### src/rtl/pkt_mux.sv
// pkt_mux: two-source packet multiplexer with a round-robin packet-level
// arbiter and a single registered output stage.
// A grant is held for a whole packet and released only by an accepted last
// beat, followed by exactly one IDLE cycle.
// Each source has a packet counter that wraps.
module pkt_mux #(
  parameter int DATA_W = 8,
  parameter int CNT_W  = 16
) (
  input  logic              clk,
  input  logic              rst_n,
  input  logic              s0_valid,
  input  logic              s0_last,
  input  logic [DATA_W-1:0] s0_data,
  output logic              s0_ready,
  input  logic              s1_valid,
  input  logic              s1_last,
  input  logic [DATA_W-1:0] s1_data,
  output logic              s1_ready,
  output logic              m_valid,
  output logic              m_last,
  output logic [DATA_W-1:0] m_data,
  input  logic              m_ready,
  output logic [1:0]        grant,
  output logic [CNT_W-1:0]  pkt_cnt0,
  output logic [CNT_W-1:0]  pkt_cnt1
);

  // The encoding is one-hot, so the grant output is the state register itself.
  typedef enum logic [1:0] {
    IDLE = 2'b00,
    GNT0 = 2'b01,
    GNT1 = 2'b10
  } state_e;

  state_e            state_q, state_d;
  logic              rr_q, rr_d;
  logic              mvalid_q, mvalid_d;
  logic              mlast_q, mlast_d;
  logic [DATA_W-1:0] mdata_q, mdata_d;
  logic [CNT_W-1:0]  cnt0_q, cnt0_d;
  logic [CNT_W-1:0]  cnt1_q, cnt1_d;

  logic out_free;
  logic acc0, acc1;

  // The output register can take a beat when it is empty or is being drained.
  assign out_free = !mvalid_q || m_ready;
  assign s0_ready = (state_q == GNT0) && out_free;
  assign s1_ready = (state_q == GNT1) && out_free;
  assign acc0     = s0_valid && s0_ready;
  assign acc1     = s1_valid && s1_ready;

  assign m_valid  = mvalid_q;
  assign m_last   = mlast_q;
  assign m_data   = mdata_q;
  assign grant    = state_q;
  assign pkt_cnt0 = cnt0_q;
  assign pkt_cnt1 = cnt1_q;

  // Arbitration and packet lock: choose an owner in IDLE, release it on its accepted last beat.
  always_comb begin
    state_d = state_q;
    rr_d    = rr_q;
    unique case (state_q)
      IDLE: begin
        if (s0_valid && s1_valid) begin
          state_d = rr_q ? GNT1 : GNT0;
        end else if (s0_valid) begin
          state_d = GNT0;
        end else if (s1_valid) begin
          state_d = GNT1;
        end
      end
      GNT0: begin
        if (acc0 && s0_last) begin
          state_d = IDLE;
          rr_d    = 1'b1;
        end
      end
      GNT1: begin
        if (acc1 && s1_last) begin
          state_d = IDLE;
          rr_d    = 1'b0;
        end
      end
      default: begin
        state_d = IDLE;
      end
    endcase
  end

  // Arbiter state and round-robin pointer.
  always_ff @(posedge clk or negedge rst_n) begin
    if (!rst_n) begin
      state_q <= IDLE;
      rr_q    <= 1'b0;
    end else begin
      state_q <= state_d;
      rr_q    <= rr_d;
    end
  end

  // Output stage: load on accept, drop valid on drain, otherwise hold.
  always_comb begin
    mvalid_d = mvalid_q;
    mlast_d  = mlast_q;
    mdata_d  = mdata_q;
    if (acc0) begin
      mvalid_d = 1'b1;
      mlast_d  = s0_last;
      mdata_d  = s0_data;
    end else if (acc1) begin
      mvalid_d = 1'b1;
      mlast_d  = s1_last;
      mdata_d  = s1_data;
    end else if (mvalid_q && m_ready) begin
      mvalid_d = 1'b0;
    end
  end

  // Output register; reset discards any beat still held.
  always_ff @(posedge clk or negedge rst_n) begin
    if (!rst_n) begin
      mvalid_q <= 1'b0;
      mlast_q  <= 1'b0;
      mdata_q  <= '0;
    end else begin
      mvalid_q <= mvalid_d;
      mlast_q  <= mlast_d;
      mdata_q  <= mdata_d;
    end
  end

  // Packet counters advance when a last beat is taken at the input; they wrap naturally.
  always_comb begin
    cnt0_d = cnt0_q;
    cnt1_d = cnt1_q;
    if (acc0 && s0_last) begin
      cnt0_d = cnt0_q + CNT_W'(1);
    end
    if (acc1 && s1_last) begin
      cnt1_d = cnt1_q + CNT_W'(1);
    end
  end

  // Packet counter registers.
  always_ff @(posedge clk or negedge rst_n) begin
    if (!rst_n) begin
      cnt0_q <= '0;
      cnt1_q <= '0;
    end else begin
      cnt0_q <= cnt0_d;
      cnt1_q <= cnt1_d;
    end
  end

endmodule
### config.mk
export PLATFORM = sky130hd
export DESIGN_NAME = pkt_mux
export DESIGN_NICKNAME = d
export VERILOG_FILES = /design/src/rtl/pkt_mux.sv
export SDC_FILE = /design/constraint.sdc
export NUM_CORES = 1
export LEC_CHECK = 0
export CAP_MARGIN = 40
export CORE_ASPECT_RATIO = 0.9
export CORE_MARGIN = 2
export CORE_UTILIZATION = 30
export DETAILED_ROUTE_END_ITERATION = 7
export HOLD_SLACK_MARGIN = 0.02
export PLACE_DENSITY = 0.7
export SLEW_MARGIN = 30
export SYNTH_ARGS = -nofsm -noshare
export SYNTH_HDL_FRONTEND = slang
export SYNTH_SLANG_ARGS = --single-unit
### constraint.sdc
create_clock -name clk -period 1.7 [get_ports clk]
set_input_delay 0.255 -clock clk [delete_from_list [all_inputs] [get_ports clk]]
set_output_delay 0.255 -clock clk [all_outputs]
set_load 0.02 [all_outputs]
==> results of run 1 <==
[per-layer routing]
| layer | up-vias | track usage (%) | routed length [um] |
|---|---|---|---|
| met5 | - | 0 | 0 |
| met4 | 0 | 3.392 | 33 |
| met3 | 3 | 4.446 | 276 |
| met2 | 46 | 22.66 | 2371 |
| met1 | 861 | 17.88 | 2384 |
| li1 | 887 | - | - |
[metrics by stage]
stage | worst slack, ns | power [W] | hold slack (ns) | instances
floorplan | 0.01697 | 0.002323 | -0.04059 | 201
global placement | -0.3335 | 0.003130 | 0.2327 | 376
detailed placement | -0.3156 | 0.003159 | 0.2330 | 376
CTS | 0.01895 | 0.004015 | 0.4321 | 385
global route | -0.01738 | 0.004191 | 0.4576 | 385
finish | 0.05644 | 0.003957 | 0.4244 | 385
[worst min-delay path by stage]
stage | slack (ns) | startpoint | to
2_1_floorplan | -0.04 | rst_n | grant[0]$_DFFE_PN0P_
3_3_place_gp | 0.23 | rst_n | pkt_cnt1[14]$_DFFE_PN0P_
3_5_place_dp | 0.23 | rst_n | pkt_cnt1[12]$_DFFE_PN0P_
4_1_cts | 0.43 | rst_n | pkt_cnt1[2]$_DFFE_PN0P_
5_1_grt | 0.46 | rst_n | pkt_cnt1[8]$_DFFE_PN0P_
6_report | 0.42 | rst_n | pkt_cnt1[12]$_DFFE_PN0P_
[what timing repair did]
item / in CTS / in global routing
hold endpoints to repair: 18 / 0
endpoints found under the setup margin: 3 / 10
hold buffers: 1 / 0
resized for setup: 4 / 13
[power groups by stage]
stage               sequential (W)  clock [W]  combinational, W
finish                     0.00152   0.000858           0.00158
global route               0.00156   0.000924           0.00170
floorplan                  0.00180          0          0.000524
CTS                        0.00152   0.000884           0.00161
detailed placement         0.00154          0           0.00162
global placement           0.00153          0           0.00160
[cell type report]
type,count,area [um2]
fill,631,3458
sequential,45,1126
multi-input combinational,147,949.7
timing repair buffer,91,874.6
tap,90,112.6
clock buffer,6,82.58
clock inverter,2,37.54
inverter,4,15.01
[placed cells by master, fill, tap and decap left out, types with 3 or more instances in the layout]
cell type	n
inv_1	4
nand3_1	17
nor2_1	15
xnor2_1	17
and4_1	3
a21oi_1	18
nand4_1	8
clkdlybuf4s50_1	60
clkbuf_8	6
nor4_2	4
nand2_1	21
xor2_1	13
nor3_1	5
and3_1	7
buf_4	20
dlymetal6s2s_1	4
dfrtp_1	45
[cells by family after synthesis]
family	count (synthesis)	synth area share (%)
simple gates	91	23.38
flops	45	54.09
xor+xnor	30	12.62
compound gates	22	5.770
buf+inv	9	1.863
mux	2	1.082
fa+ha+maj	2	1.202
[registers in the layout (all words and copies together), names as in the netlist]
| register | flops |
|---|---|
| grant | 2 |
| m_data | 8 |
| m_last | 1 |
| m_valid | 1 |
| pkt_cnt0 | 16 |
| pkt_cnt1 | 16 |
| rr_q | 1 |
[critical path: stages (launching register included)]
cell,delay [ns]
dfrtp_1,0.36
buf_4,0.14
clkdlybuf4s50_1,0.60
==> impl_metrics.yaml, run 1 <==
logic_synthesis:
  synth_area_leaders: "dfrtp_1 (54%), xnor2_1 (7.2%), xor2_1 (5.5%), a21oi_1 (4.3%), nand3_1 (4.1%)"
  ys_types: 29
  synthTopCellsByCount: "dfrtp_1 (45), nand2_1 (21), a21oi_1 (18), nand3_1 (17), xnor2_1 (17)"
  synth_seq_area_share_pct: 54.09
  yosysTopAreaCell: "dfrtp_1"
  synth_top_cell_area_share_pct: 54.09
  avgSynthCellArea_um2: 10.36
  ys_ff_latch: 45
  netlist_area_mm2: 0.002082
  synthCells: 201
  async_flop_share_pct: 100.0
  yosysMostFrequentCell: "dfrtp_1"
  yosysWarningCount: 0
  synth_edf_count: 0
  ys.flop_type: "dfrtp_1"
  synth_nets: 226
finish:
  syn2layout_area_growth_pct: 53.61
  num_antenna_cells: 0
  final_area_mm2: 0.003198
  fin_util_pct: 48.05
  drive_above_1_share_pct: 14.92
  fin_nets: 319
sta:
  rsz0062_at_grt: "true"
  maxSlewHeadroom_pct: 69.86
  skew_ns: 0.005220
  finalHoldViolCount: 0
  post-route-period-util_pct: 96.68
  tightestPinTransition_ns: 0.4521
  finalMaxSlewViolations: 0
  setup_tns_ns: 0
  timing.fmax_mhz: 608.4
  fin_crit_ns: 1.644
  setup_viol: 0
pwr:
  p_leak_nw: 1.481
  ir_worst_vdd_mv: 0.5961
  intPower_w: 0.002555
  power.share.clock_pct: 21.7
  p_comb_share_pct: 39.9
  switching_share_pct: 35.44
  power.switching_w: 0.001402
  powerDensity_mw_per_mm2: 1237
  seqPwrFrac_pct: 38.4
worst_setup_path:
  startpoint_type: "register"
  reg2reg_to: "pkt_cnt1[11]$_DFFE_PN0P_"
  reg2reg_depth: 4
  end_kind: "output port"
  endpoint: "pkt_cnt0[7]"
  critPathArrivalTime_ns: 1.39
  crit_fanout: 5
  critPathKind: "register to output port"
  required_ns: 1.44
  crit_start: "pkt_cnt0[7]$_DFFE_PN0P_"
  reg2reg_from: "grant[0]$_DFFE_PN0P_"
  reg2reg_slack_ns: 0.07
place:
  gp_congestion: 0.7911
  hpwlAfterDp_um: 3846
  port_buffers: 68
  placed_area_mm2: 0.003043
global_routing:
  track_usage_pct: 13.87
  grt_pass1_vias: 1808
  antenna_found_initial: 0
  grt_max_degree: 28
  grt-ovfl-total: 0
  grt_pass1_wl_um: 8514
drt:
  firstDrtPassIters: 4
  vias_per_cell: 4.668
  remaining_drc_errors: 0
  postRouteWirelength_um: 5065
  via_count: 1797
  ant_nets: 0
  drt_iter0_markers: 67
  avgRoutedWirePerCell_um: 13.16
floorplanning:
  dieWidth_um: 91.81
  die_area_mm2: 0.007623
  core_mm2: 0.006656
  num_io_pins: 69
  num_rows: 28
  initial_core_util_pct: 31.28
  die_h_um: 83.03
worst_hold_path:
  worstHoldPathType: "input port to asynchronous set/reset pin"
clock_network:
  cts-root-buf: "clkbuf_8"
  cts_tree: "done"
  cts_setup_buffers: 0
  worst_skew_pair.late_latency_ns: 0.30
  cts.sinks: 45
  htreeDepth: 2
  clk_pin_slew_worst_paths_ns: 0.09
  cts_buffer_depth: 2
  cts-buffers-inserted: 5
status:
  status: "complete, no violations"
job:
  maxCapViolations: 0
No activity file was read; power rests on OpenSTA's default activity.
==> run 2, diff against run 1 <==
CTS_CLUSTER_DIAMETER = 80   (was default)
==> results of run 2 <==
Final layout, timing and power as in run 1 (identical DEF).
==> run 3, diff against run 2 <==
HOLD_SLACK_MARGIN = 0.15   (was 0.02)
==> results of run 3 <==
Final layout, timing and power as in run 1 (identical DEF).
